File: config.mk
export PLATFORM = sky130hd
export DESIGN_NAME = result_unloader
export DESIGN_NICKNAME = d
export VERILOG_FILES = /design/src/rtl/result_unloader.sv
export SDC_FILE = /design/constraint.sdc
export NUM_CORES = 1
export LEC_CHECK = 0
export BUFFER_PORTS_ARGS = -buffer_cell sky130_fd_sc_hd__buf_2
export CORE_MARGIN = 10
export CORE_UTILIZATION = 53
export DETAILED_ROUTE_END_ITERATION = 12
export PLACE_DENSITY = 0.78
export REMOVE_ABC_BUFFERS = 1
export SETUP_SLACK_MARGIN = 0.02
export SYNTH_ARGS = -nofsm -noshare
export SYNTH_HDL_FRONTEND = slang
export SYNTH_SLANG_ARGS = --single-unit
File: constraint.sdc
create_clock -name clk -period 2.59 [get_ports clk]
set_input_delay 0.3885 -clock clk [delete_from_list [all_inputs] [get_ports clk]]
set_output_delay 0.3885 -clock clk [all_outputs]
set_load 0.005 [all_outputs]
File: src/rtl/result_unloader.sv
// Result-memory reader: walks addresses 0..N*N-1, reads each RES_W-bit result and
// streams it out LSB-chunk first over a valid/ready interface, flagging the final chunk.
module result_unloader #(
  parameter int DATA_WIDTH = 8,
  parameter int N          = 8,
  parameter int ADDR_W     = 16,
  localparam int RES_W     = 2*DATA_WIDTH+2
) (
  input  logic                  clk,
  input  logic                  rst,
  input  logic                  start,
  output logic                  busy,
  output logic                  done,
  output logic                  mem_en,
  output logic                  mem_rd_en,
  output logic [ADDR_W-1:0]     mem_addr,
  input  logic [RES_W-1:0]      mem_data,
  output logic [DATA_WIDTH-1:0] out_data,
  output logic                  out_valid,
  input  logic                  out_ready,
  output logic                  out_last
);

  localparam int CHUNKS = (RES_W + DATA_WIDTH - 1) / DATA_WIDTH;
  localparam int CW     = (CHUNKS > 1) ? $clog2(CHUNKS) : 1;
  localparam logic [ADDR_W-1:0] LAST_ADDR  = ADDR_W'(N*N-1);
  localparam logic [CW-1:0]     LAST_CHUNK = CW'(CHUNKS-1);

  typedef enum logic [2:0] {IDLE, READ, WAIT, SEND, DONE} state_t;

  state_t              state_q, state_d;
  logic [ADDR_W-1:0]   addr_q, addr_d;
  logic [CW-1:0]       chunk_q, chunk_d;
  logic [RES_W-1:0]    sreg_q, sreg_d;
  logic                busy_q, busy_d;
  logic                done_q, done_d;
  logic                mem_en_q, mem_en_d;
  logic                mem_rd_en_q, mem_rd_en_d;
  logic [ADDR_W-1:0]   mem_addr_q, mem_addr_d;
  logic                out_valid_q, out_valid_d;
  logic                out_last_q, out_last_d;

  always_comb begin
    state_d     = state_q;
    addr_d      = addr_q;
    chunk_d     = chunk_q;
    sreg_d      = sreg_q;
    busy_d      = busy_q;
    done_d      = 1'b0;
    mem_en_d    = 1'b0;
    mem_rd_en_d = 1'b0;
    mem_addr_d  = mem_addr_q;
    out_valid_d = out_valid_q;
    out_last_d  = out_last_q;
    case (state_q)
      IDLE: begin
        if (start) begin
          state_d     = READ;
          addr_d      = '0;
          busy_d      = 1'b1;
          mem_en_d    = 1'b1;
          mem_rd_en_d = 1'b1;
          mem_addr_d  = '0;
        end
      end
      READ: state_d = WAIT;
      WAIT: begin
        // Memory data is valid now, one cycle after the registered read strobe.
        sreg_d      = mem_data;
        chunk_d     = '0;
        state_d     = SEND;
        out_valid_d = 1'b1;
        out_last_d  = (addr_q == LAST_ADDR) && (LAST_CHUNK == '0);
      end
      SEND: begin
        if (out_valid_q && out_ready) begin
          if (chunk_q < LAST_CHUNK) begin
            sreg_d     = sreg_q >> DATA_WIDTH;
            chunk_d    = chunk_q + CW'(1);
            out_last_d = (addr_q == LAST_ADDR) && ((chunk_q + CW'(1)) == LAST_CHUNK);
          end else begin
            out_valid_d = 1'b0;
            out_last_d  = 1'b0;
            if (addr_q == LAST_ADDR) begin
              state_d = DONE;
              done_d  = 1'b1;
              busy_d  = 1'b0;
            end else begin
              addr_d      = addr_q + ADDR_W'(1);
              state_d     = READ;
              mem_en_d    = 1'b1;
              mem_rd_en_d = 1'b1;
              mem_addr_d  = addr_q + ADDR_W'(1);
            end
          end
        end
      end
      DONE: state_d = IDLE;
      default: state_d = IDLE;
    endcase
  end

  always_ff @(posedge clk or posedge rst) begin
    if (rst) begin
      state_q     <= IDLE;
      addr_q      <= '0;
      chunk_q     <= '0;
      sreg_q      <= '0;
      busy_q      <= 1'b0;
      done_q      <= 1'b0;
      mem_en_q    <= 1'b0;
      mem_rd_en_q <= 1'b0;
      mem_addr_q  <= '0;
      out_valid_q <= 1'b0;
      out_last_q  <= 1'b0;
    end else begin
      state_q     <= state_d;
      addr_q      <= addr_d;
      chunk_q     <= chunk_d;
      sreg_q      <= sreg_d;
      busy_q      <= busy_d;
      done_q      <= done_d;
      mem_en_q    <= mem_en_d;
      mem_rd_en_q <= mem_rd_en_d;
      mem_addr_q  <= mem_addr_d;
      out_valid_q <= out_valid_d;
      out_last_q  <= out_last_d;
    end
  end

  assign busy      = busy_q;
  assign done      = done_q;
  assign mem_en    = mem_en_q;
  assign mem_rd_en = mem_rd_en_q;
  assign mem_addr  = mem_addr_q;
  assign out_data  = sreg_q[DATA_WIDTH-1:0];
  assign out_valid = out_valid_q;
  assign out_last  = out_last_q;

endmodule

# == Yosys cells after proc, flatten, opt, wreduce, memory -nomap -nowiden ==
# Cells that the tools add are included.
# totals
inputBits,22
rom_bits,0
register_bits,44
mem_bits_rw,0
wordCells,70
memories,0
latchBits,0
# classes
eq_ne,11
n_shift,0
div,0
n_bitwise,0
addsub,2
n_reduce_logical,11
n_mul,0
mux,36
magnitude_cmp,1
# ops
operator,n
$mux 16,4
$mux 18,2
$pmux 18 s2,1
$pmux 16 s2,1
$add 16x1->16 const B,1
$eq 16x6->1 const B,1
$mux 1,16
$mux 3,4
$ne 2x2->1 const B,6
$pmux 3 s4,1
$reduce_and 5->1,2
$reduce_and 3->1,3
$pmux 1 s2,4
$eq 3x2->1 const B,2
$mux 2,2
$pmux 2 s2,1
$reduce_bool 2->1,2
$eq 3x1->1 const B,1
$logic_not 3->1,1
$add 2x1->2 const B,1
$eq 2x2->1 const B,1
$logic_and 1x1->1,2
$lt 2x2->1 const B,1
$reduce_and 2->1,1

# == Depth between registers and ports, before layout ==
# depth
depth_word,6
ltp_mapped,7
ltp_nobuf,5

# == Least setup slack after synthesis ==
# Ideal clock, no wire load.
# synth_timing
path_kind,register to register
from,"register, netlist name mem_addr[0]"
to,register mem_addr_q[14] (netlist: mem_addr[14])
path_stages_with_launch,7
required_ps,2508
setup_time_ps,82
slack_ps,938
period_less_slack_ps,1652
t_arrival_ps,1570
path_cell_list,dfrtp_1 ha_1 and3_1 buf_2 and2_2 a31o_2 a31oi_1
# synth_lines
item,line_no,rtl
end signal: assignment,125,mem_addr_q <= mem_addr_d;
end: declaration,39,"logic [ADDR_W-1:0] mem_addr_q, mem_addr_d;"

==> metrics.md <==
| Metric | Value |
|---|---|
| DRC violation count after routing | `0` |
| Final min period | `1.860 ns` |
| Die height | `86.14 microns` |
| Core Box Area | `4115 sq um` |
| Multi-input logic area | `1050 sq um` |
| Synth area leaders | `dfrtp_1 47%, o21ai_0 5.2%, mux2i_1 4.7%` |
| Routability cong. | `0.7935` |
| Post-route ant nets | `0` |
| Fmax achieved | `0.5376 GHz` |
| Row cnt | `23` |
| Via density | `6.000` |
| # Post-CTS Setup Buffers | `0` |
| Largest net degree at the start of global routing | `29` |
| I/O pins | `52` |
| Htree depth | `2` |
| Crit start category | `flip-flop` |
| Max Cap Violations | `0` |
| Run status | `finished, final reports clean` |
| Clock Skews | `0.006583 ns` |
| Reg-to-Reg Start | `mem_addr[0]` |
| Register area share after synthesis | `47.49%` |
| Worst vdd ir | `0.0004856 V` |
| Final hold slack | `0.1240 ns` |
| Total global routing track utilization | `14.54%` |
| Cell Pwr Density | `829.2 nW/um^2` |
| CP endpoint kind | `flip-flop` |
| Iteration-0 DRC Markers | `101` |
| Post-synth EDFFs | `0` |
| Final core occ | `63.03%` |
| Critical path data arrival time | `2.10 ns` |
| Mean post-synth cell area | `10.64 sq um` |
| Share of cells above drive strength 1 | `30.20%` |
| Main synth FF type | `dfrtp_1` |
| FF+latch area | `1101 sq um` |
| Clk sinks | `44` |
| Post-route setup TNS | `0 ns` |
| Die Footprint | `7420 sq um` |
| Yosys reg bits | `44` |
| Post-synth top area cell | `dfrtp_1` |
| Worst slew pin tran | `0.7931 ns` |
| Asr flop ratio synth | `100.0%` |
| Layout area overhead | `11.87%` |
| CTS max path bufs | `2` |
| Routed WL per cell | `16.81 microns` |
| Worst-skew pair later-pin latency | `0.30 ns` |
| Netlist cell types | `46` |
| Slew Limit Headroom | `46.80%` |
| Starting density of the core | `56.34%` |
| Most common cell after layout, fill and taps aside | `buf_2` |
| Via count | `1830` |
| WL final | `5128 microns` |
| CTS tree | `done` |
| Dpl cell area | `2506 sq um` |
| First-pass GRT wire length | `8935 microns` |
| Power consumption | `2151 uW` |
| Filler Cell Count | `367` |
| N_diodes | `0` |
| Setup Viol. Count Final | `0` |
| Hold_buf cts | `0` |
| CP required | `2.83 ns` |
| GRT overflow | `0` |
| Most frequent cells in the layout | `51 x buf_2, 44 x dfrtp_1, 24 x o21ai_0` |
| Vias in the first global route | `1866` |
| Fin. Hold Viols | `0` |
| Crit Path Category | `reg2reg` |
| Design area | `2594 sq um` |
| Antenna violations before repair | `0` |
| Post-Syn Area | `2318 sq um` |
| TritonRoute pass-1 iters | `4` |
| DP HPWL | `3796 microns` |
| Num CTS Buffers | `5` |
| Post-synth top area share | `47.49%` |
| RSZ-0062 raised after global routing | `false` |
| Port bufs | `51` |
| Syn Inst Count | `218` |
| Path category of the worst min-delay check | `in2async` |
| Clk slew on worst S/H paths | `0.08 ns` |
| CTS root buf | `clkbuf_8` |
| Fin crit share | `71.82%` |
| Die X | `86.14 microns` |
| Crit path launch | `mem_addr[0]` |
| Final #Nets | `278` |
| Post_cts resized | `0` |
| CP max FO | `11` |
| Synth warn | `0` |
| Leak Pwr | `0.001260 uW` |
| Slew Limit Fails | `0` |
[cells by family after synthesis]
kind of cell | after synthesis | synth area share (%)
AO/OA/AOI/OAI | 73 | 22.67
adder cells (fa/ha/maj) | 2 | 1.079
buffers and inverters | 29 | 7.231
flip-flops | 44 | 47.49
multiplexers | 11 | 4.749
AND/OR/NAND/NOR | 59 | 16.78
[registers in the layout, indices dropped and copies added (netlist names)]
name and count:
busy 1, chunk_q 2, done 1, mem_addr 16
mem_rd_en 1, out_last 1, out_valid 1, sreg_q 18
state_q 3
[worst max-delay path, stage by stage (launching register included)]
cell       delay, ns
dfrtp_1         0.42
ha_1            0.20
and3_1          0.44
nand4_4         0.24
a2111oi_4       0.35
a32o_2          0.16
[metrics by stage]
| step | instances | setup WS [ns] |
|---|---|---|
| after global placement | 297 | 0.8020 |
| after detailed placement | 297 | 0.7677 |
| final | 305 | 0.7299 |
| after CTS | 305 | 0.7462 |
| after floorplan | 193 | 0.6198 |
| after global routing | 305 | 0.6070 |
[routing by layer]
metal | wire length [microns] | share of wire, % | up-vias | track usage, %
met4 | 69 | 1.3 | 0 | 4.940
met2 | 2331 | 45 | 65 | 22.31
li1 | - | - | 883 | -
met5 | 0 | 0 | - | 0
met1 | 2216 | 43 | 876 | 17.79
met3 | 511 | 10 | 6 | 6.244
[path summary, 6_finish.rpt]
check	to	slack (ns)	depth (start not counted)
max	out_last	0.73	5
min	sreg_q[1]	0.12	2
max reg2reg	out_last	0.73	5
min reg2reg	sreg_q[3]	0.48	2
max in group asynchronous	state_q[1]	1.76	3
min in group clk	sreg_q[12]	0.30	2
[cells in the mapped netlist, types with 2 or more instances]
master and number:
o21bai_1 2, nor2b_1 3, and4bb_2 2, nor4_4 2, a21oi_1 6, a31oi_1 10
nand2_1 19, a21o_2 2, and3_1 5, clkbuf_1 3, nor3b_1 2, ha_1 2
and4_1 4, a41oi_1 5, nor2_1 5, a22o_1 8, a211oi_1 2, and2_1 2
inv_1 4, clkbuf_2 2, a31o_2 2, buf_4 10, nand3_1 6, mux2i_1 11
o41ai_1 2, nand4_1 2, dfrtp_1 44, o21ai_0 24, o21ai_1 2, buf_2 9
[layout make-up]
| cell class | instances | share of cell area [%] |
|---|---|---|
| multi-input combinational | 145 | 40.47 |
| inverter | 4 | 0.5789 |
| sequential | 44 | 42.45 |
| tap | 50 | 2.412 |
| clock buffer | 5 | 2.653 |
| clock inverter | 3 | 0.7236 |
| timing repair buffer | 54 | 10.71 |
[report_power, final]
part | internal [uW] | leakage, uW | switching [uW]
registers | 866 | 0.000561 | 146
logic | 337 | 0.000651 | 373
clock network | 188 | 0.0000479 | 241
total | 1390 | 0.00126 | 760
Note: power is estimated with default switching activity, not from simulation.
